$ cat config.mk
export PLATFORM = sky130hd
export DESIGN_NAME = tdm_demux8
export DESIGN_NICKNAME = d
export VERILOG_FILES = /design/src/rtl/tdm_demux8.sv
export SDC_FILE = /design/constraint.sdc
export NUM_CORES = 1
export LEC_CHECK = 0
export BUFFER_PORTS_ARGS = -buffer_cell sky130_fd_sc_hd__buf_4
export CAP_MARGIN = 20
export CELL_PAD_IN_SITES_DETAIL_PLACEMENT = 0
export CELL_PAD_IN_SITES_GLOBAL_PLACEMENT = 1
export CORE_MARGIN = 2
export CORE_UTILIZATION = 45
export CTS_CLUSTER_SIZE = 16
export DETAILED_ROUTE_END_ITERATION = 7
export GPL_ROUTABILITY_DRIVEN = 0
export PLACE_DENSITY_LB_ADDON = 0.05
export SLEW_MARGIN = 5
export SYNTH_ARGS = -nofsm -noshare
export SYNTH_HDL_FRONTEND = slang
export SYNTH_SLANG_ARGS = --single-unit
$ cat constraint.sdc
create_clock -name clk -period 4.7 [get_ports clk]
set_input_delay 0.47 -clock clk [delete_from_list [all_inputs] [get_ports clk]]
set_output_delay 0.47 -clock clk [all_outputs]
set_load 0.05 [all_outputs]
$ cat src/rtl/tdm_demux8.sv
// rtl/tdm_demux8.sv - Receive-side 8-channel TDM demultiplexer with frame-sync lock
//
// Rebuilds eight parallel channel bits from a serial slot stream. The block
// waits in HUNT for a sync marker, then tracks the slot index in LOCK. It
// commits each complete frame to i0..i7 in a single edge.
//
// Optional feature macro: TDM_DEMUX8_PARITY_EN adds a ninth, even-parity slot.
// Frames that fail the parity check are dropped and par_err pulses.
//
// Ports:
//   clk, rst_n   clock (rising edge), asynchronous active-low reset
//   en           slot strobe; din/sync are sampled only when en=1
//   din, sync    serial channel bit and frame marker (high with slot 0)
//   i0..i7       channel outputs from the last good frame
//   s            slot index expected for the next accepted bit
//   locked       high while in LOCK
//   frame_valid  one-cycle pulse when i0..i7 update
//   sync_err     one-cycle pulse on a misplaced sync
//   par_err      one-cycle pulse on a parity mismatch (0 without parity)

module tdm_demux8 (
    input  logic       clk,
    input  logic       rst_n,
    input  logic       en,
    input  logic       din,
    input  logic       sync,
    output logic       i0,
    output logic       i1,
    output logic       i2,
    output logic       i3,
    output logic       i4,
    output logic       i5,
    output logic       i6,
    output logic       i7,
    output logic [3:0] s,
    output logic       locked,
    output logic       frame_valid,
    output logic       sync_err,
    output logic       par_err
);

    typedef enum logic {HUNT, LOCK} state_t;

`ifdef TDM_DEMUX8_PARITY_EN
    localparam logic [3:0] LAST_SLOT = 4'd8;
`else
    localparam logic [3:0] LAST_SLOT = 4'd7;
`endif

    state_t     state_q, state_d;
    logic [3:0] s_q, s_d;
    logic [7:0] shadow_q, shadow_d;
    logic [7:0] out_q, out_d;
    logic       fv_q, fv_d;
    logic       se_q, se_d;
`ifdef TDM_DEMUX8_PARITY_EN
    logic       pe_q, pe_d;
`endif

    always_comb begin
        state_d  = state_q;
        s_d      = s_q;
        shadow_d = shadow_q;
        out_d    = out_q;
        fv_d     = 1'b0;
        se_d     = 1'b0;
`ifdef TDM_DEMUX8_PARITY_EN
        pe_d     = 1'b0;
`endif
        if (en) begin
            if (state_q == HUNT) begin
                // Everything before the first sync is discarded.
                if (sync) begin
                    shadow_d[0] = din;
                    s_d         = 4'd1;
                    state_d     = LOCK;
                end
            end else if (sync && (s_q != 4'd0)) begin
                // Misplaced sync restarts the frame; it also overrides a
                // last-slot commit, so no output update on this edge.
                se_d        = 1'b1;
                shadow_d[0] = din;
                s_d         = 4'd1;
            end else if (s_q == LAST_SLOT) begin
`ifdef TDM_DEMUX8_PARITY_EN
                // Even parity across 8 data bits plus the parity slot.
                if (din == ^shadow_q) begin
                    out_d = shadow_q;
                    fv_d  = 1'b1;
                end else begin
                    pe_d  = 1'b1;
                end
`else
                shadow_d[7] = din;
                out_d       = {din, shadow_q[6:0]};
                fv_d        = 1'b1;
`endif
                s_d = 4'd0;
            end else begin
                shadow_d[s_q[2:0]] = din;
                s_d                = s_q + 4'd1;
            end
        end
    end

    always_ff @(posedge clk or negedge rst_n) begin
        if (!rst_n) begin
            state_q  <= HUNT;
            s_q      <= 4'd0;
            shadow_q <= 8'd0;
            out_q    <= 8'd0;
            fv_q     <= 1'b0;
            se_q     <= 1'b0;
`ifdef TDM_DEMUX8_PARITY_EN
            pe_q     <= 1'b0;
`endif
        end else begin
            state_q  <= state_d;
            s_q      <= s_d;
            shadow_q <= shadow_d;
            out_q    <= out_d;
            fv_q     <= fv_d;
            se_q     <= se_d;
`ifdef TDM_DEMUX8_PARITY_EN
            pe_q     <= pe_d;
`endif
        end
    end

    assign {i7, i6, i5, i4, i3, i2, i1, i0} = out_q;
    assign s           = s_q;
    assign locked      = (state_q == LOCK);
    assign frame_valid = fv_q;
    assign sync_err    = se_q;
`ifdef TDM_DEMUX8_PARITY_EN
    assign par_err     = pe_q;
`else
    assign par_err     = 1'b0;
`endif

endmodule

After elaboration in Yosys (flattened, before gate mapping)
Index checks and enable logic that the tools add are counted.
{ "op_classes": {"add_sub_neg": 1, "n_lt_le_gt_ge": 2, "eq_ne": 2, "muxes": 21, "n_bitwise": 2, "n_reduce_logical": 9} }
{ "op_table": {"columns": ["cell", "count"], "rows": [
  ["4-bit 2-to-1 mux", 4],
  ["1-bit 2-to-1 mux", 15],
  ["8-bit bitwise mux", 1],
  ["4-bit AND reduction", 2],
  ["3-bit AND reduction", 2],
  ["4-bit by 1-bit adder with 4-bit output, second input constant", 1],
  ["4-bit by 3-bit == test with 1-bit output, second input constant", 1],
  ["3-bit by 4-bit less-than comparator with 1-bit output, second input constant", 1],
  ["4-bit nonzero test", 1],
  ["1-bit demux with 3-bit select", 1],
  ["3-bit by 1-bit greater-or-equal comparator with 1-bit output, second input constant", 1],
  ["3-bit inequality test, second input constant", 1],
  ["1-bit logical AND", 2],
  ["1-bit inverter", 2],
  ["2-bit AND reduction", 1],
  ["2-bit nonzero test", 1]
]} }
{ "word_totals": {"regBits": 23, "elab_cells": 45} }

Logic depth before layout (Yosys ltp)
Gate-level depths: netlist (run 1).
{ "depth": {"word_depth": 8, "ltp_mapped": 6, "ltp_nobuf": 5} }

Worst setup path before layout (run 1)
OpenSTA, ideal clock, no wires.
{ "synth_timing": {"kind": "reg2reg", "startpoint": "register s_q[0], in the netlist s[0]", "endpoint": "register shadow_q[1]", "setup_ns": 0.125, "t_arrival_ns": 1.885, "slack_ns": 2.690, "stages_incl_launch_ff": 7, "n_path_buf": 1, "period_less_slack_ns": 2.010, "cell_sequence": "dfrtp_1 > buf_2 > inv_1 > ha_1 > nand2b_1 > a2111oi_0 > mux2_2"} }
{ "synth_between": {"elab_chain_cells": 5, "word_cells_on_any_way": 12, "classes_between": "order compare: 2; eq/ne: 1; mux: 3; bitwise: 2; reduce/logical: 4"} }
{ "synth_lines": {"columns": ["item", "line_no", "source"], "rows": [
  ["start: declaration", "51", "logic [3:0] s_q, s_d;"],
  ["start signal: assignment", "109", "s_q <= 4'd0;"],
  ["start signal: assignment", "119", "s_q <= s_d;"],
  ["3-bit by 4-bit less-than comparator with 1-bit output (not written as such) or 3-bit by 1-bit greater-or-equal comparator with 1-bit output (tied branches)", "100", "shadow_d[s_q[2:0]] = din;"],
  ["1-bit logical AND (not written as such)", "100", null],
  ["1-bit 2-to-1 mux (not written as such)", "100", null],
  ["1-bit demux with 3-bit select", "100", null],
  ["8-bit bitwise mux", "100", null],
  ["end signal: assignment", "120", "shadow_q <= shadow_d;"],
  ["end: declaration", "52", "logic [7:0] shadow_q, shadow_d;"]
]} }
Several ways; a longest one is shown, not always the timed one.
A chain may end at the register's enable or synchronous reset.

Worst setup path after layout (run 1)
{ "layout_timing": {"startpoint": "register s_q[1], in the netlist s[1]", "endpoint": "register out_q[7]"} }
{ "layout_between": {"elab_chain_cells": 4, "word_cells_on_any_way": 5, "classes_between": "eq/ne: 1; bitwise: 1; reduce/logical: 3"} }
{ "layout_lines": {"columns": ["item", "line_no", "source"], "rows": [
  ["4-bit nonzero test", "78", "end else if (sync && (s_q != 4'd0)) begin"],
  ["1-bit logical AND", "78", null],
  ["1-bit inverter (no line)", null, null],
  ["4-bit AND reduction (no line) *", null, null],
  ["end signal: assignment", "121", "out_q <= out_d;"],
  ["end: declaration", "53", "logic [7:0] out_q, out_d;"]
]} }
Every way passes the cells marked *; elsewhere a longest branch is shown, timed or not.

==> results.json, run 1 <==
{
  "viasPerCell": 5.65,
  "p_per_area_mw_per_mm2": 623,
  "cts_hold_buf": 0,
  "overflow": 0,
  "fin_skew_ns": 0.00737,
  "core_mm2": 0.00225,
  "design_area_mm2": 0.00127,
  "drtPass1Iterations": 4,
  "pwr-share-seq_pct": 40.1,
  "finalMaxSlewViolations": 0,
  "dp.cells": 131,
  "max-vdd-ir-drop_uv": 428,
  "clock_latency_ns": 0.31,
  "port_buffers": 19,
  "vias": 763,
  "rsz0062_at_grt": "false",
  "synth_seq_cells": 22,
  "die_w_um": 53.2,
  "grt_pass1_wl_um": 3400,
  "grt.total_usage_pct": 17.1,
  "hp-class": "input pin to async pin",
  "p_comb_share_pct": 47.1,
  "synth_area_mm2": 0.00109,
  "crit_type": "register to register",
  "syn_inst": 90,
  "status": "complete, no violations",
  "postPlaceCellArea_mm2": 0.00124,
  "n_antenna_cell": 0,
  "drc": 0,
  "worstPathMaxFanout": 11,
  "synthMuxAreaShare_pct": 14.5,
  "path_clk_slew_ns": 0.12,
  "netSwitchingFraction_pct": 44.2,
  "clock_power_share_pct": 12.9,
  "internal_power_mw": 0.443,
  "yosysSeqAreaShare_pct": 50.6,
  "slew_headroom_pct": 60.0,
  "initial_core_util_pct": 48.3,
  "synth_fp_nets": 97,
  "grt_start_max_net_pins": 23,
  "power_mw": 0.793,
  "synth-compound-area-share_pct": 11.7,
  "dieArea_mm2": 0.00283,
  "io_pins": 21,
  "drv_cap": 0,
  "synth_xor_area_share_pct": 0,
  "die_y_um": 53.2,
  "startpoint_type": "register",
  "synth_area_per_cell_um2": 12.1,
  "first_global_vias": 707,
  "synth_cell_type_count": 36,
  "wire_per_inst_um": 14.7,
  "synth_top_family_by_area": "simple AND/OR/NAND/NOR gates",
  "first_iter_violations": 15,
  "fin_util_pct": 56.4,
  "synth-simple-area-share_pct": 16.1,
  "fin_nets": 115,
  "antenna_found_initial": 0,
  "p_sw_mw": 0.350,
  "place_hpwl_um": 1460,
  "ant_nets": 0,
  "cp.arrival_ns": 2.26,
  "hold_viol_final": 0,
  "worstMarginPinSlew_ns": 0.598,
  "hold_ws_ns": 0.0205,
  "synth_fa_ha_area_share_pct": 2.30,
  "cts_resized": 0,
  "root_buffer": "clkbuf_4",
  "setup_ws_ns": 2.65,
  "leakage_nw": 0.598,
  "critPathRequiredTime_ns": 4.91,
  "min_period_ns": 2.05,
  "cts.sinks": 22,
  "layout-drive-gt1-share_pct": 37.4,
  "yosys_warnings": 0,
  "rows": 17,
  "fin_setup_tns_ns": 0,
  "htreeDepth": 1,
  "max_freq_mhz": 488,
  "tritoncts": "done",
  "final_cells": 135,
  "period_share_pct": 43.6,
  "syn2layout_area_growth_pct": 16.9,
  "clockBufferDepth": 2,
  "finalWirelength_um": 1990,
  "postCtsSetupBuffers": 0,
  "cts_buffers": 3,
  "setup-violations-final": 0,
  "dp_slack_ns": 2.63,
  "cp-end-kind": "register"
}
worst paths after layout:
path	start	end	slack (ns)	cells past startpoint
hold / removal	rst_n	s[1]$_DFFE_PN0P_	0.02	1
setup / recovery	s[1]$_DFFE_PN0P_	out_q[7]$_DFFE_PN0P_	2.65	4
setup reg to reg	s[1]$_DFFE_PN0P_	out_q[7]$_DFFE_PN0P_	2.65	4
min in group clk	en	locked$_DFFE_PN0P_	0.43	2
hold reg to reg	shadow_q[3]$_DFFE_PN0P_	out_q[3]$_DFFE_PN0P_	0.52	1
max in group asynchronous	rst_n	shadow_q[5]$_DFFE_PN0P_	4.46	1
final cells by class:
cell class / instances / area, µm²
inverter: 5 / 18.8
sequential: 22 / 551
fill: 212 / 982
tap: 28 / 35.0
multi-input combinational: 57 / 489
timing repair buffer: 19 / 143
clock buffer: 4 / 36.3
kinds of logic after synthesis:
| logic type | Yosys count |
|---|---|
| AO/OA/AOI/OAI | 16 |
| AND/OR/NAND/NOR | 24 |
| multiplexers | 14 |
| buffers and inverters | 11 |
| adder cells (fa/ha/maj) | 2 |
| other | 1 |
| flip-flops | 22 |
layer usage:
layer / track usage [%] / up-vias / wire [µm]
met5: 0 / - / 0
li1: - / 366 / -
met1: 23.3 / 374 / 908
met4: 5.13 / 0 / 22
met3: 6.21 / 4 / 114
met2: 25.2 / 19 / 944
registers in the layout (all words and copies together), names as in the netlist:
| signal | flops |
|---|---|
| out_q | 8 |
| shadow_q | 7 |
| s | 4 |
| frame_valid | 1 |
| locked | 1 |
| sync_err | 1 |
synthesized netlist by cell type (all sizes together):
cell,count,share of area [%]
a2111o,1,1.0
nor3,2,0.92
o311ai,1,0.80
and2,1,0.58
nor4,2,1.1
or4bb,1,1.0
nand3,1,0.46
a211o,1,0.80
a32oi,1,0.80
o31ai,2,1.4
nor2,2,0.69
a21oi,1,0.46
o31a,1,0.80
a21o,1,0.69
nor4b,1,2.2
nand4b,2,1.6
nor4bb,1,0.92
mux2,14,14
ha,2,2.3
o21ai,2,0.92
and2b,1,0.80
buf,3,1.6
nand2,5,2.4
conb,1,0.34
dfrtp,22,51
a2111oi,3,2.4
o211a,1,0.92
nand4bb,1,1.0
inv,5,1.7
o211ai,1,0.69
nand2b,4,2.3
clkbuf,3,1.1
power by group through the flow:
stage | sequential (mW) | clock (mW) | combinational [mW]
3_5_place_dp | 0.323 | 0 | 0.375
2_1_floorplan | 0.435 | 0 | 0.157
5_1_grt | 0.330 | 0.114 | 0.399
4_1_cts | 0.319 | 0.108 | 0.375
6_report | 0.317 | 0.102 | 0.373
3_3_place_gp | 0.320 | 0 | 0.373
worst max-delay path, cell delays in order, from the launching register on:
cell and delay [ns]:
dfrtp_1 0.53, ha_1 0.26, and2b_2 0.21, nor4b_4 0.52, mux2_2 0.41
cell usage in the layout (no fill, tap or decap), drive strengths merged, types with 2 or more instances in the layout:
cell type / netlist / routed
o31ai: 2 / 2
dfrtp: 22 / 22
nor4: 2 / 2
inv: 5 / 5
nor3: 2 / 2
nor2: 2 / 2
mux2: 14 / 14
clkbuf: 3 / 4
nand2: 5 / 5
nand2b: 4 / 4
ha: 2 / 2
buf: 3 / 19
o21ai: 2 / 2
a2111oi: 3 / 3
nand4b: 2 / 2
Note: power is estimated with default switching activity, not from simulation.
==> run 2, diff against run 1 <==
CORE_UTILIZATION = 42   (was 45)
clock period = 2.15 ns   (was 4.7 ns; I/O delays follow)
==> results.json, run 2 (synthesis results as in run 1) <==
{
  "cp-end-kind": "register",
  "io_pins": 21,
  "viasPerCell": 5.61,
  "grt_start_max_net_pins": 23,
  "cts_buffers": 3,
  "port_buffers": 19,
  "setup-violations-final": 0,
  "setup_ws_ns": 0.270,
  "worstMarginPinSlew_ns": 0.573,
  "postCtsSetupBuffers": 0,
  "rows": 18,
  "place_hpwl_um": 1500,
  "dp_slack_ns": 0.175,
  "hold_ws_ns": 0.175,
  "p_per_area_mw_per_mm2": 1410,
  "drc": 0,
  "leakage_nw": 0.623,
  "ant_nets": 0,
  "first_iter_violations": 15,
  "clockBufferDepth": 2,
  "n_antenna_cell": 0,
  "max-vdd-ir-drop_uv": 796,
  "p_comb_share_pct": 46.5,
  "largest_reg_flops": 8,
  "syn2layout_area_growth_pct": 21.7,
  "grt.total_usage_pct": 15.8,
  "layout-drive-gt1-share_pct": 39.6,
  "rsz0062_at_grt": "false",
  "drv_cap": 0,
  "cts.sinks": 22,
  "root_buffer": "clkbuf_4",
  "worstPathMaxFanout": 11,
  "finalWirelength_um": 2100,
  "hold_start": "en",
  "hp-class": "input pin to register",
  "r2r_cells": 5,
  "wire_per_inst_um": 14.9,
  "p_sw_mw": 0.793,
  "initial_core_util_pct": 43.9,
  "fin_skew_ns": 0.000834,
  "finalMaxSlewViolations": 0,
  "die_y_um": 54.9,
  "startpoint": "s[1]$_DFFE_PN0P_",
  "clock_latency_ns": 0.31,
  "core_mm2": 0.00248,
  "tritoncts": "done",
  "regMostFlops": "out_q",
  "vias": 791,
  "period_share_pct": 87.4,
  "min_period_ns": 1.88,
  "rr_startpoint": "s[1]$_DFFE_PN0P_",
  "cp.arrival_ns": 2.09,
  "first_global_vias": 688,
  "dp.cells": 136,
  "grt_pass1_wl_um": 3330,
  "fin_util_pct": 53.5,
  "min_path_cells": 2,
  "slew_headroom_pct": 61.5,
  "status": "complete, no violations",
  "fin_setup_tns_ns": 0,
  "max_freq_mhz": 532,
  "overflow": 0,
  "drtPass1Iterations": 4,
  "pwr-share-seq_pct": 36.1,
  "final_cells": 141,
  "fin_nets": 119,
  "antenna_found_initial": 0,
  "crit_type": "register to register",
  "netSwitchingFraction_pct": 42.5,
  "path_clk_slew_ns": 0.13,
  "clock_power_share_pct": 17.4,
  "hold_viol_final": 0,
  "final_cell_mix": "buf_4 (22), dfrtp_1 (21), mux2_2 (14)",
  "die_w_um": 54.9,
  "htreeDepth": 1,
  "startpoint_type": "register",
  "dieArea_mm2": 0.00302,
  "critPathRequiredTime_ns": 2.36,
  "internal_power_mw": 1.07,
  "final_common_cell": "buf_4"
}
-- run 2: worst max-delay path, cell delays in order, from the launching register on --
cell and delay, ns:
dfrtp_2 0.49, inv_1 0.08, ha_1 0.18, nand2b_1 0.13, a2111oi_0 0.52, mux2_2 0.39
-- run 2: metrics by stage --
step / cell area (µm²) / power [mW]
finish: 1330 / 1.87
global route: 1330 / 1.98
CTS: 1320 / 1.88
detailed placement: 1260 / 1.55
global placement: 1260 / 1.55
floorplan: 1090 / 1.29
-- run 2: what timing repair did --
item                       CTS  global route
hold buffers                 1             0
setup endpoints to repair    0             1
hold endpoints to repair    22             0
gates resized for setup      0             1
-- run 2: layer usage --
| metal | wire length, µm | track usage, % | up-vias |
|---|---|---|---|
| met3 | 89 | 2.42 | 2 |
| li1 | - | - | 374 |
| met5 | 0 | 0 | - |
| met2 | 960 | 22.8 | 20 |
| met1 | 1030 | 23.8 | 395 |
| met4 | 20 | 6.10 | 0 |
-- run 2: final timing paths --
path | slack [ns] | endpoint
hold / removal | 0.17 | locked$_DFFE_PN0P_
max in group asynchronous | 1.61 | s[1]$_DFFE_PN0P_
min in group asynchronous | 0.31 | sync_err$_DFF_PN0_
hold reg to reg | 0.53 | out_q[6]$_DFFE_PN0P_
setup / recovery | 0.27 | shadow_q[2]$_DFFE_PN0P_
setup reg to reg | 0.27 | shadow_q[2]$_DFFE_PN0P_
-- run 2: cell type report --
class	instances	area, µm²
Inverter	5	18.8
Clock buffer	3	22.5
Fill cell	227	1150
Multi-Input combinational cell	57	489
Tap cell	30	37.5
Clock inverter	1	30.0
Timing Repair Buffer	23	175
Sequential cell	22	552
-- run 2: power by group through the flow --
stage / clock network [mW] / registers [mW] / logic [mW]
after floorplan: 0 / 0.952 / 0.342
after global placement: 0 / 0.673 / 0.872
after detailed placement: 0 / 0.683 / 0.871
after CTS: 0.330 / 0.674 / 0.874
after global routing: 0.350 / 0.698 / 0.929
final: 0.324 / 0.675 / 0.869
==> run 3, diff against run 2 <==
REMOVE_ABC_BUFFERS = 1   (was not set)
==> results.json, run 3 (synthesis results as in run 1) <==
{
  "cts_resized": 0,
  "drc": 0,
  "slew_headroom_pct": 62.8,
  "grt.total_usage_pct": 15.8,
  "fin_setup_tns_ns": 0,
  "fin_skew_ns": 0.00880,
  "dp.cells": 134,
  "cts.sinks": 22,
  "postCtsSetupBuffers": 0,
  "status": "complete, no violations",
  "vias": 774,
  "p_comb_share_pct": 44.4,
  "tritoncts": "done",
  "design_area_mm2": 0.00131,
  "finalWirelength_um": 2130,
  "p_sw_mw": 0.786,
  "cts_buffers": 3,
  "fin_nets": 117,
  "core_mm2": 0.00248,
  "die_w_um": 54.9,
  "max_freq_mhz": 513,
  "multiInputGateArea_um2": 489,
  "regArea_um2": 551,
  "n_antenna_cell": 0,
  "rsz0062_at_grt": "false",
  "clock_power_share_pct": 17.5,
  "cp.arrival_ns": 2.17,
  "hp-class": "input pin to register",
  "max-vdd-ir-drop_uv": 954,
  "root_buffer": "clkbuf_4",
  "pwr-share-seq_pct": 38.1,
  "min_path_cells": 2,
  "cp_top_family": "compound AO/OA/AOI/OAI gates",
  "viasPerCell": 5.57,
  "clockBufferDepth": 2,
  "hold_ws_ns": 0.163,
  "critPathRequiredTime_ns": 2.37,
  "dieArea_mm2": 0.00302,
  "setup-violations-final": 0,
  "ant_nets": 0,
  "first_global_vias": 658,
  "crit_chain": "inv_1, ha_1, nand2b_1, a2111oi_0, mux2_2",
  "clock_latency_ns": 0.32,
  "grt_pass1_wl_um": 3380,
  "setup_ws_ns": 0.199,
  "final_cells": 139,
  "min_period_ns": 1.95,
  "period_share_pct": 90.7,
  "overflow": 0,
  "die_y_um": 54.9,
  "postPlaceCellArea_mm2": 0.00125,
  "largest_reg_flops": 8,
  "place_hpwl_um": 1520,
  "final_cell_mix": "dfrtp_1 (22), buf_4 (20), mux2_2 (14)",
  "hold_viol_final": 0,
  "slowest_stage": "a2111oi_0",
  "p_per_area_mw_per_mm2": 1410,
  "leakage_nw": 0.614,
  "fin_util_pct": 52.8,
  "worst-path-stages": 5,
  "io_pins": 21,
  "cp-end-kind": "register",
  "drv_cap": 0,
  "netSwitchingFraction_pct": 42.7,
  "worstPathMaxFanout": 11,
  "grt_start_max_net_pins": 23,
  "critPathBufInv": 1,
  "wire_per_inst_um": 15.3,
  "final_common_cell": "dfrtp_1",
  "cpPeakStageDelay_ns": 0.54,
  "regMostFlops": "out_q",
  "layout-drive-gt1-share_pct": 37.6,
  "finalMaxSlewViolations": 0,
  "htreeDepth": 1,
  "startpoint_type": "register",
  "crit_type": "register to register",
  "power_mw": 1.84,
  "r2r_cells": 5,
  "first_iter_violations": 13,
  "drtPass1Iterations": 4,
  "dp_slack_ns": 0.250,
  "worstMarginPinSlew_ns": 0.555,
  "initial_core_util_pct": 43.9,
  "syn2layout_area_growth_pct": 20.2,
  "rows": 18,
  "antenna_found_initial": 0,
  "cts_hold_buf": 1,
  "fill_cells": 239,
  "port_buffers": 19,
  "internal_power_mw": 1.05,
  "path_clk_slew_ns": 0.13
}
## run 3: per-layer routing
metal  vias up  global-route usage (%)  wire (µm)
li1        367                       -          -
met1       386                    26.2       1080
met2        19                    21.0        933
met3         2                    3.23        107
met4         0                    2.44         10
met5         -                       0          0
## run 3: final cells by class
class                      instances  share of cell area, %
sequential                        22                   42.1
multi-input combinational         57                   37.4
timing repair buffer              21                   12.2
tap                               30                   2.87
clock inverter                     1                   2.29
clock buffer                       3                   1.72
inverter                           5                   1.43
## run 3: worst paths after layout
check | start | to | slack [ns]
min in group asynchronous | rst_n | sync_err$_DFF_PN0_ | 0.30
max | s[0]$_DFFE_PN0P_ | shadow_q[1]$_DFFE_PN0P_ | 0.20
max reg2reg | s[0]$_DFFE_PN0P_ | shadow_q[1]$_DFFE_PN0P_ | 0.20
min reg2reg | shadow_q[4]$_DFFE_PN0P_ | shadow_q[4]$_DFFE_PN0P_ | 0.52
max in group asynchronous | rst_n | shadow_q[3]$_DFFE_PN0P_ | 1.62
min | en | locked$_DFFE_PN0P_ | 0.16
## run 3: power groups by stage
stage	logic, mW	clock network [mW]	registers, mW
floorplan	0.290	0	0.985
global placement	0.819	0	0.704
global route	0.873	0.346	0.729
detailed placement	0.821	0	0.712
CTS	0.825	0.324	0.702
finish	0.816	0.323	0.702
